## config.mk

```make
export PLATFORM = sky130hd
export DESIGN_NAME = mux_tree_ctrl
export DESIGN_NICKNAME = d
export VERILOG_FILES = /design/src/rtl/mux_tree_ctrl_pkg.sv /design/src/rtl/mux_tree_timer.sv /design/src/rtl/mux_tree_ctrl.sv
export SDC_FILE = /design/constraint.sdc
export NUM_CORES = 1
export LEC_CHECK = 0
export ABC_AREA = 1
export BUFFER_PORTS_ARGS = -buffer_cell sky130_fd_sc_hd__buf_2
export CELL_PAD_IN_SITES_DETAIL_PLACEMENT = 1
export CELL_PAD_IN_SITES_GLOBAL_PLACEMENT = 2
export CORE_AREA = 2 2 124 126
export DETAILED_ROUTE_END_ITERATION = 16
export DIE_AREA = 0 0 126 128
export GPL_ROUTABILITY_DRIVEN = 0
export HOLD_SLACK_MARGIN = 0.15
export PLACE_DENSITY_LB_ADDON = 0.3
export SLEW_MARGIN = 5
export SYNTH_ARGS = -nofsm -noshare
export SYNTH_HDL_FRONTEND = slang
export SYNTH_SLANG_ARGS = --single-unit
```

## constraint.sdc

```tcl
create_clock -name clk -period 3.4 [get_ports clk]
set_input_delay 0.68 -clock clk [delete_from_list [all_inputs] [get_ports clk]]
set_output_delay 0.68 -clock clk [all_outputs]
set_load 0.03 [all_outputs]
```

## src/rtl/mux_tree_ctrl_pkg.sv

```systemverilog
// Shared types and the channel-select to air-line mapping for the valve-tree controller.

package mux_tree_ctrl_pkg;

    localparam int unsigned MAX_LEVELS = 16;

    typedef enum logic [1:0] {
        ST_IDLE  = 2'd0,
        ST_BREAK = 2'd1,
        ST_MAKE  = 2'd2,
        ST_OPEN  = 2'd3
    } state_e;

    typedef struct packed {
        logic [MAX_LEVELS-1:0] c1;
        logic [MAX_LEVELS-1:0] c0;
    } ctrl_pair_t;

    // Level L is steered by sel bit (levels-L), so ctrl_0 is sel bit-reversed over `levels` bits.
    function automatic ctrl_pair_t sel_to_ctrl(input logic [MAX_LEVELS-1:0] sel,
                                               input int unsigned levels);
        ctrl_pair_t            p;
        logic [MAX_LEVELS-1:0] s;
        logic [MAX_LEVELS-1:0] r;
        s = sel;
        r = '0;
        for (int unsigned i = 0; i < MAX_LEVELS; i++) begin
            if (i < levels) begin
                r = {r[MAX_LEVELS-2:0], s[0]};
                s = s >> 1;
            end
        end
        p.c0 = r;
        p.c1 = ~r;
        return p;
    endfunction

endpackage

```

## src/rtl/mux_tree_timer.sv

```systemverilog
// Load/decrement counter with zero flag, shared by the settle and dwell phases.

module mux_tree_timer
    import mux_tree_ctrl_pkg::*;
#(
    parameter int unsigned W = 16
) (
    input  logic         clk,
    input  logic         rst,
    input  logic         load,
    input  logic         dec,
    input  logic [W-1:0] load_val,
    output logic         zero_c
);

    logic [W-1:0] cnt_q;
    logic [W-1:0] cnt_d;

    always_comb begin
        cnt_d = cnt_q;
        if (load) begin
            cnt_d = load_val;
        end else if (dec && (cnt_q != '0)) begin
            cnt_d = cnt_q - W'(1);
        end
    end

    always_ff @(posedge clk) begin
        if (rst) begin
            cnt_q <= '0;
        end else begin
            cnt_q <= cnt_d;
        end
    end

    assign zero_c = (cnt_q == '0);

endmodule

```

## src/rtl/mux_tree_ctrl.sv

```systemverilog
// Break-before-make controller for a binary pneumatic valve tree with timed or held paths.

module mux_tree_ctrl
    import mux_tree_ctrl_pkg::*;
#(
    parameter int unsigned LEVELS        = 6,
    parameter int unsigned SETTLE_CYCLES = 4,
    parameter int unsigned DWELL_W       = 16
) (
    input  logic               clk,
    input  logic               rst,
    input  logic               req_valid,
    output logic               req_ready,
    input  logic [LEVELS-1:0]  req_sel,
    input  logic [DWELL_W-1:0] req_dwell,
    input  logic               release_req,
    output logic [LEVELS-1:0]  ctrl_0,
    output logic [LEVELS-1:0]  ctrl_1,
    output logic               path_open,
    output logic [LEVELS-1:0]  cur_sel,
    output logic               done
);

    localparam int unsigned SETTLE_W = $clog2(SETTLE_CYCLES + 1);
    localparam int unsigned CNT_W    = (DWELL_W > SETTLE_W) ? DWELL_W : SETTLE_W;
    localparam logic [CNT_W-1:0] SETTLE_LOAD = CNT_W'(SETTLE_CYCLES - 1);

    state_e              state_q,      state_d;
    logic [LEVELS-1:0]   cur_sel_q,    cur_sel_d;
    logic [DWELL_W-1:0]  dwell_q,      dwell_d;
    logic                pend_q,       pend_d;
    logic [LEVELS-1:0]   pend_sel_q,   pend_sel_d;
    logic [DWELL_W-1:0]  pend_dwell_q, pend_dwell_d;
    logic [LEVELS-1:0]   ctrl_0_q,     ctrl_0_d;
    logic [LEVELS-1:0]   ctrl_1_q,     ctrl_1_d;
    logic                path_open_q,  path_open_d;
    logic                done_q,       done_d;
    logic                req_ready_q,  req_ready_d;

    logic                tmr_load;
    logic                tmr_dec;
    logic [CNT_W-1:0]    tmr_val;
    logic                tmr_zero;
    logic                accept;
    logic                drive_open;
    ctrl_pair_t          open_pair;
    logic                unused_pair_bits;

    function automatic logic [CNT_W-1:0] dwell_load(input logic [DWELL_W-1:0] d);
        return CNT_W'(d) - CNT_W'(1);
    endfunction

    mux_tree_timer #(
        .W (CNT_W)
    ) u_timer (
        .clk      (clk),
        .rst      (rst),
        .load     (tmr_load),
        .dec      (tmr_dec),
        .load_val (tmr_val),
        .zero_c   (tmr_zero)
    );

    // Release outranks a same-cycle request while a path is open.
    assign req_ready = req_ready_q & ~(release_req & path_open_q);
    assign accept    = req_valid & req_ready;

    always_comb begin
        state_d      = state_q;
        cur_sel_d    = cur_sel_q;
        dwell_d      = dwell_q;
        pend_d       = pend_q;
        pend_sel_d   = pend_sel_q;
        pend_dwell_d = pend_dwell_q;
        tmr_load     = 1'b0;
        tmr_dec      = 1'b0;
        tmr_val      = SETTLE_LOAD;

        unique case (state_q)
            ST_IDLE: begin
                if (accept) begin
                    state_d   = ST_MAKE;
                    cur_sel_d = req_sel;
                    dwell_d   = req_dwell;
                    tmr_load  = 1'b1;
                end
            end
            ST_MAKE: begin
                if (tmr_zero) begin
                    state_d  = ST_OPEN;
                    tmr_load = 1'b1;
                    tmr_val  = dwell_load(dwell_q);
                end else begin
                    tmr_dec = 1'b1;
                end
            end
            ST_OPEN: begin
                if (release_req) begin
                    state_d  = ST_BREAK;
                    pend_d   = 1'b0;
                    tmr_load = 1'b1;
                end else if (accept && (req_sel != cur_sel_q)) begin
                    state_d      = ST_BREAK;
                    pend_d       = 1'b1;
                    pend_sel_d   = req_sel;
                    pend_dwell_d = req_dwell;
                    tmr_load     = 1'b1;
                end else if (accept) begin
                    // Same channel: keep the valves where they are, only restart the dwell.
                    dwell_d  = req_dwell;
                    tmr_load = 1'b1;
                    tmr_val  = dwell_load(req_dwell);
                end else if (dwell_q != '0) begin
                    if (tmr_zero) begin
                        state_d  = ST_BREAK;
                        pend_d   = 1'b0;
                        tmr_load = 1'b1;
                    end else begin
                        tmr_dec = 1'b1;
                    end
                end
            end
            ST_BREAK: begin
                if (tmr_zero) begin
                    if (pend_q) begin
                        state_d   = ST_MAKE;
                        cur_sel_d = pend_sel_q;
                        dwell_d   = pend_dwell_q;
                        pend_d    = 1'b0;
                        tmr_load  = 1'b1;
                    end else begin
                        state_d = ST_IDLE;
                    end
                end else begin
                    tmr_dec = 1'b1;
                end
            end
            default: begin
                state_d = ST_IDLE;
            end
        endcase

        // Outputs are registered from the next state so they line up with it.
        open_pair   = sel_to_ctrl(MAX_LEVELS'(cur_sel_d), LEVELS);
        drive_open  = (state_d == ST_MAKE) || (state_d == ST_OPEN);
        ctrl_0_d    = drive_open ? open_pair.c0[LEVELS-1:0] : '1;
        ctrl_1_d    = drive_open ? open_pair.c1[LEVELS-1:0] : '1;
        path_open_d = (state_d == ST_OPEN);
        req_ready_d = (state_d == ST_IDLE) || (state_d == ST_OPEN);
        done_d      = (state_q == ST_BREAK) && (state_d == ST_IDLE);
    end

    assign unused_pair_bits = ^open_pair;

    always_ff @(posedge clk) begin
        if (rst) begin
            state_q      <= ST_IDLE;
            cur_sel_q    <= '0;
            dwell_q      <= '0;
            pend_q       <= 1'b0;
            pend_sel_q   <= '0;
            pend_dwell_q <= '0;
            ctrl_0_q     <= '1;
            ctrl_1_q     <= '1;
            path_open_q  <= 1'b0;
            done_q       <= 1'b0;
            req_ready_q  <= 1'b0;
        end else begin
            state_q      <= state_d;
            cur_sel_q    <= cur_sel_d;
            dwell_q      <= dwell_d;
            pend_q       <= pend_d;
            pend_sel_q   <= pend_sel_d;
            pend_dwell_q <= pend_dwell_d;
            ctrl_0_q     <= ctrl_0_d;
            ctrl_1_q     <= ctrl_1_d;
            path_open_q  <= path_open_d;
            done_q       <= done_d;
            req_ready_q  <= req_ready_d;
        end
    end

    assign ctrl_0    = ctrl_0_q;
    assign ctrl_1    = ctrl_1_q;
    assign path_open = path_open_q;
    assign cur_sel   = cur_sel_q;
    assign done      = done_q;

endmodule

```

# Yosys cells after proc, flatten, opt, wreduce, memory -nomap -nowiden
# Index checks and enable logic that the tools add are counted.
# word_totals
ff_bits,78
output_inout_bits,21
word_cells,100
# classes
addsub,3
eq_ne,12
n_mux,48
n_bitwise,7
n_reduce_logical,18
# op_table
cell,count
16-bit two-way mux,11
16-bit case mux with 3 select lines,1
"16-bit by 1-bit subtractor with 16-bit output, second input constant",3
16-bit case mux with 2 select lines,1
16-bit nonzero test,2
1-bit two-way mux,18
2-bit two-way mux,9
6-bit two-way mux,3
16-bit zero test,1
6-bit case mux with 2 select lines,1
"2-bit == test, second input constant",4
"2-bit != test, second input constant",4
"4-bit != test, second input constant",2
2-bit case mux with 4 select lines,1
6-bit != test,1
6-bit NOT,1
3-bit AND reduction,2
5-bit AND reduction,1
2-bit zero test,2
1-bit case mux with 2 select lines,2
1-bit case mux with 4 select lines,1
2-bit nonzero test,2
2-bit OR reduction,2
1-bit AND,3
other kinds (5),10

# Longest topological paths before layout
# depth
ltp_word,12
mapped_depth,19

# Modules after synthesis
# From an unflattened synthesis, not the netlist that was laid out.
# hier_totals
cells_unflattened,759
area_unflattened_um2,4767.1
# modules_own_cells
module,n_inst,cells_each,area_per_inst_um2,seq_area_each_um2
mux_tree_ctrl,1,539,3560.9,1241.2
mux_tree_timer,1,220,1206.2,320.3

# Worst setup path before layout
# No wires, ideal clock.
# synth_timing
kind,flip-flop to flip-flop
from,reg u_timer.cnt_q[0]
to,reg ctrl_1_q[0] (netlist: ctrl_1[0])
setup_time_ns,0.132
arrival_ns,2.167
t_required_ns,3.268
slack_ns,1.101
stages_incl_launch_ff,16
path_buffers,1
cell_sequence,dfxtp_1 -> inv_1 -> ha_1 -> nand3_4 -> nor2_1 -> nand2_1 -> nor2_1 -> o22ai_1 -> o21ai_0 -> nand2_1 -> nand2_1 -> ha_1 -> nor2_1 -> nor2_1 -> clkbuf_1 -> nand2_1
# synth_via
elab_chain_len,11
# synth_lines
element,line_no,source
from (decl),mux_tree_timer.sv:16,logic [W-1:0] cnt_q;
from (signal assigned),mux_tree_timer.sv:32,cnt_q <= cnt_d;
16-bit zero test (*),mux_tree_timer.sv:36,assign zero_c = (cnt_q == '0);
2-bit two-way mux,mux_tree_ctrl.sv:114,if (tmr_zero) begin
2-bit two-way mux,mux_tree_ctrl.sv:113,end else if (dwell_q != '0) begin
2-bit two-way mux,mux_tree_ctrl.sv:108,end else if (accept) begin
2-bit two-way mux,mux_tree_ctrl.sv:102,end else if (accept && (req_sel != cur_sel_q)) begin
2-bit two-way mux,mux_tree_ctrl.sv:98,if (release_req) begin
2-bit case mux with 4 select lines (*),mux_tree_ctrl.sv:79,unique case (state_q)
net state_d[0],mux_tree_ctrl.sv:28,"state_e state_q, state_d;"
2-bit == test (*),-,
net path_open_d,mux_tree_ctrl.sv:36,"logic path_open_q, path_open_d;"
1-bit logical OR (*),mux_tree_ctrl.sv:145,drive_open = (state_d == ST_MAKE) || (state_d == ST_OPEN);
1-bit NOT (no line) (*),-,
2-bit OR reduction (no line) (*),-,
to (signal assigned),mux_tree_ctrl.sv:176,ctrl_1_q <= ctrl_1_d;
to (decl),mux_tree_ctrl.sv:35,"logic [LEVELS-1:0] ctrl_1_q, ctrl_1_d;"
# Mark *: on every way through the listed nets, which the timed path passes. The rest lies on a longest branch.
# A chain may end at the register's enable or synchronous reset.

# Final worst setup path
# layout_timing
from,reg u_timer.cnt_q[0]
to,reg ctrl_0_q[4] (netlist: ctrl_0[4])
# layout_via
elab_chain_len,11
# layout_lines
element,line_no,source
16-bit zero test (*),mux_tree_timer.sv:36,
2-bit two-way mux,mux_tree_ctrl.sv:114,
2-bit two-way mux,mux_tree_ctrl.sv:113,
2-bit two-way mux,mux_tree_ctrl.sv:108,
2-bit two-way mux,mux_tree_ctrl.sv:102,
2-bit two-way mux,mux_tree_ctrl.sv:98,
2-bit case mux with 4 select lines (*),mux_tree_ctrl.sv:79,
net state_d[0],mux_tree_ctrl.sv:28,
2-bit == test (*),-,
net path_open_d,mux_tree_ctrl.sv:36,
1-bit logical OR (*),mux_tree_ctrl.sv:145,
1-bit NOT (no line) (*),-,
2-bit OR reduction (no line) (*),-,
to (signal assigned),mux_tree_ctrl.sv:175,ctrl_0_q <= ctrl_0_d;
to (decl),mux_tree_ctrl.sv:34,"logic [LEVELS-1:0] ctrl_0_q, ctrl_0_d;"
# Marked as above.

==> out/metrics.cfg <==
[floorplan]
fp-row-count=45
die_w_um=126
top_level_ports=47
initial_core_util_pct=34.1
dieArea_mm2=0.0161
die_y_um=128
fp.coreArea_mm2=0.0149

[critical_path]
crit_fanout=12
rrSetupSlack_ns=0.38
crit_type=reg2reg
reg2regPathDepth=14
start_kind=flop
cp-end-kind=flop
r2r-start=u_timer.cnt_q[0]$_SDFFE_PP0P_
arrival_ns=3.22
worstReg2RegEnd=ctrl_0[4]$_SDFF_PP1_
critPathRequiredTime_ns=3.60

[synth]
synth_cell_type_count=40
synth_seq_cells=78
syn_avg_cell_area_um2=6.26
synth_top_area_share_pct=30.8
yosysMostFrequentCell=nand2_1
ys_top_cells_by_area=dfxtp_1 31%, nand2_1 16%, nor2_1 8.9%
synth_seq_area_share_pct=30.8
ys.flop_type=dfxtp_1
syn_nets=846
syn-instance-count=810
yosys_warnings=0
syn_area_mm2=0.00507
async_flop_share_pct=0
synth_top_area_cell=dfxtp_1
synth-edff-count=0
synthTopCellsByCount=210 x nand2_1, 120 x nor2_1, 90 x inv_1, 78 x dfxtp_1, 67 x o21ai_0

[grt]
grt_pass1_vias=5341
grt-ovfl-total=0
antenna_found_initial=0
grt_pass1_wl_mm=26.1
grt_max_degree=39
grt_util_all_layers_pct=20.1

[detailed_routing]
drtIter0Drc=166
vias=5117
drc=0
wl_per_cell_um=15.0
drtAntennaViolNets=0
via_per_inst=4.91
first_pass_iters=4
routed_wl_mm=15.6

[timing]
setup_tns_ns=0
slew_headroom_pct=47.5
fmax_mhz=331
worstMarginPinSlew_ns=0.785
finalWorstSetupSlack_ns=0.376
drv_slew=0
fin_crit_ns=3.02
clock_skew_ns=0.00569
final_hold_viol_count=0
final-setup-viol-count=0
finalCritPeriodShare_pct=88.9
rsz0062_at_grt=false

[clock_network]
cts_resized=0
hold_buffers=0
numCtsBuffers=9
cts_setup_buffers=0
cts.sink_count=78
clk_latency_ns=0.35
cts_max_level=3
cts_tree=done
cts_root_buf=clkbuf_16
cts_buffer_depth=2
clkTransAtPathRegs_ns=0.07

[finish]
final_nets=885
drive_above_1_share_pct=14.6
n_fill_cell=2029
diodes=0
final_core_util_pct=38.8
synthToLayoutAreaGrowth_pct=13.8

[pwr]
p_per_area_mw_per_mm2=836
p_total_mw=4.83
vdd_ir_drop_max_mv=0.309
p_leak_nw=2.78

[placed_design]
port_buffers=46
pre_cts_ws_ns=0.392
hpwl_mm=12.1

[run]
cap_violations=0

[hold_path]
whs_path_depth=2
min_path_type=reg2reg
hp-start=dwell_q[1]$_SDFFE_PP0P_
min_to=dwell_q[1]$_SDFFE_PP0P_

[outcome]
outcome=finished, final reports clean

[final cells by class]
| cell class | count | area (um^2) | area share [%] |
|---|---|---|---|
| clock buffer | 9 | 225 | 3.90 |
| clock inverter | 7 | 88.8 | 1.54 |
| inverter | 109 | 409 | 7.09 |
| multi-input combinational | 599 | 2980 | 51.6 |
| sequential | 78 | 1560 | 27.1 |
| tap | 188 | 235 | 4.08 |
| timing repair buffer | 52 | 275 | 4.77 |
[how the worst max path moves through the flow]
stage | start | endpoint
after global placement | release_req | ctrl_0[3]$_SDFF_PP1_
after global routing | u_timer.cnt_q[0]$_SDFFE_PP0P_ | ctrl_1[3]$_SDFF_PP1_
after floorplan | u_timer.cnt_q[0]$_SDFFE_PP0P_ | ctrl_1[0]$_SDFF_PP1_
final | u_timer.cnt_q[0]$_SDFFE_PP0P_ | ctrl_0[4]$_SDFF_PP1_
after CTS | u_timer.cnt_q[0]$_SDFFE_PP0P_ | ctrl_0[4]$_SDFF_PP1_
after detailed placement | release_req | ctrl_0[4]$_SDFF_PP1_
[cells by family (layout without fill, tap and decap cells)]
logic type	count (synthesis)	in the layout	share of synthesized area, %
flip-flops	78	78	30.8
AND/OR/NAND/NOR	430	430	38.2
buffers and inverters	133	177	10.6
AO/OA/AOI/OAI	134	134	13.7
XOR/XNOR	24	24	4.14
multiplexers	1	1	0.197
adder cells (fa/ha/maj)	10	10	2.47
[registers in the layout, summed over array words and instances (netlist names)]
register and flops:
ctrl_0 6, cur_sel 6, path_open 1, done 1, state_q 2, pend_q 1, pend_dwell_q 16, req_ready_q 1
ctrl_1 6, pend_sel_q 6, dwell_q 16, u_timer.cnt_q 16
[power breakdown]
group / leakage [nW] / switching, mW / total, mW / internal [mW]
combinational: 1.99 / 1.72 / 2.54 / 0.814
sequential: 0.636 / 0.146 / 1.23 / 1.09
clock: 0.152 / 0.467 / 1.06 / 0.589
total: 2.78 / 2.33 / 4.83 / 2.49
[placed cells by master, fill, tap and decap left out, types with 2 or more instances in the layout]
master | netlist | final
nand2_1 | 210 | 210
nor2_1 | 120 | 120
inv_1 | 90 | 90
dfxtp_1 | 78 | 78
o21ai_0 | 67 | 67
a21oi_1 | 47 | 47
buf_2 | 5 | 46
nand3_1 | 40 | 40
xor2_1 | 22 | 22
inv_2 | 17 | 17
nand4_1 | 16 | 16
nand3_2 | 13 | 13
o21ai_1 | 11 | 11
ha_1 | 10 | 10
clkbuf_16 | 0 | 9
nor2_2 | 7 | 7
nand2_2 | 6 | 6
buf_4 | 2 | 6
nor2_4 | 4 | 4
nor3_1 | 4 | 4
inv_8 | 0 | 3
xnor2_1 | 2 | 2
o21bai_1 | 2 | 2
clkinv_1 | 2 | 2
nand2_8 | 2 | 2
or2_2 | 2 | 2
nand3b_2 | 2 | 2
[stage by stage]
| step | std cells | area [um^2] | hold WS (ns) |
|---|---|---|---|
| after floorplan | 810 | 5070 | 0.448 |
| after global placement | 1026 | 5460 | 0.476 |
| after detailed placement | 1026 | 5460 | 0.479 |
| after CTS | 1042 | 5770 | 0.489 |
| after global routing | 1042 | 5770 | 0.529 |
| final | 1042 | 5770 | 0.489 |
[critical path: stages (launching register included)]
cell and delay [ns]:
dfxtp_1 0.30, inv_1 0.12, ha_1 0.27, nand3_4 0.13, nor2_1 0.13, nand2_1 0.07
nor2_1 0.37, o22ai_1 0.14, o21ai_0 0.11, nand2_1 0.10, nand2_1 0.11, ha_1 0.17
nor2_1 0.05, nor2_1 0.59, nand3_1 0.20
[metal layers]
metal	track usage, %	routed length (um)	part of all wire [%]	vias to the layer above
met2	33.1	7140	46	55
met4	7.11	290	1.9	0
met5	0	0	0	-
li1	-	-	-	2633
met3	2.80	416	2.7	21
met1	27.0	7790	50	2408
Power figures use the tool's default switching activity.
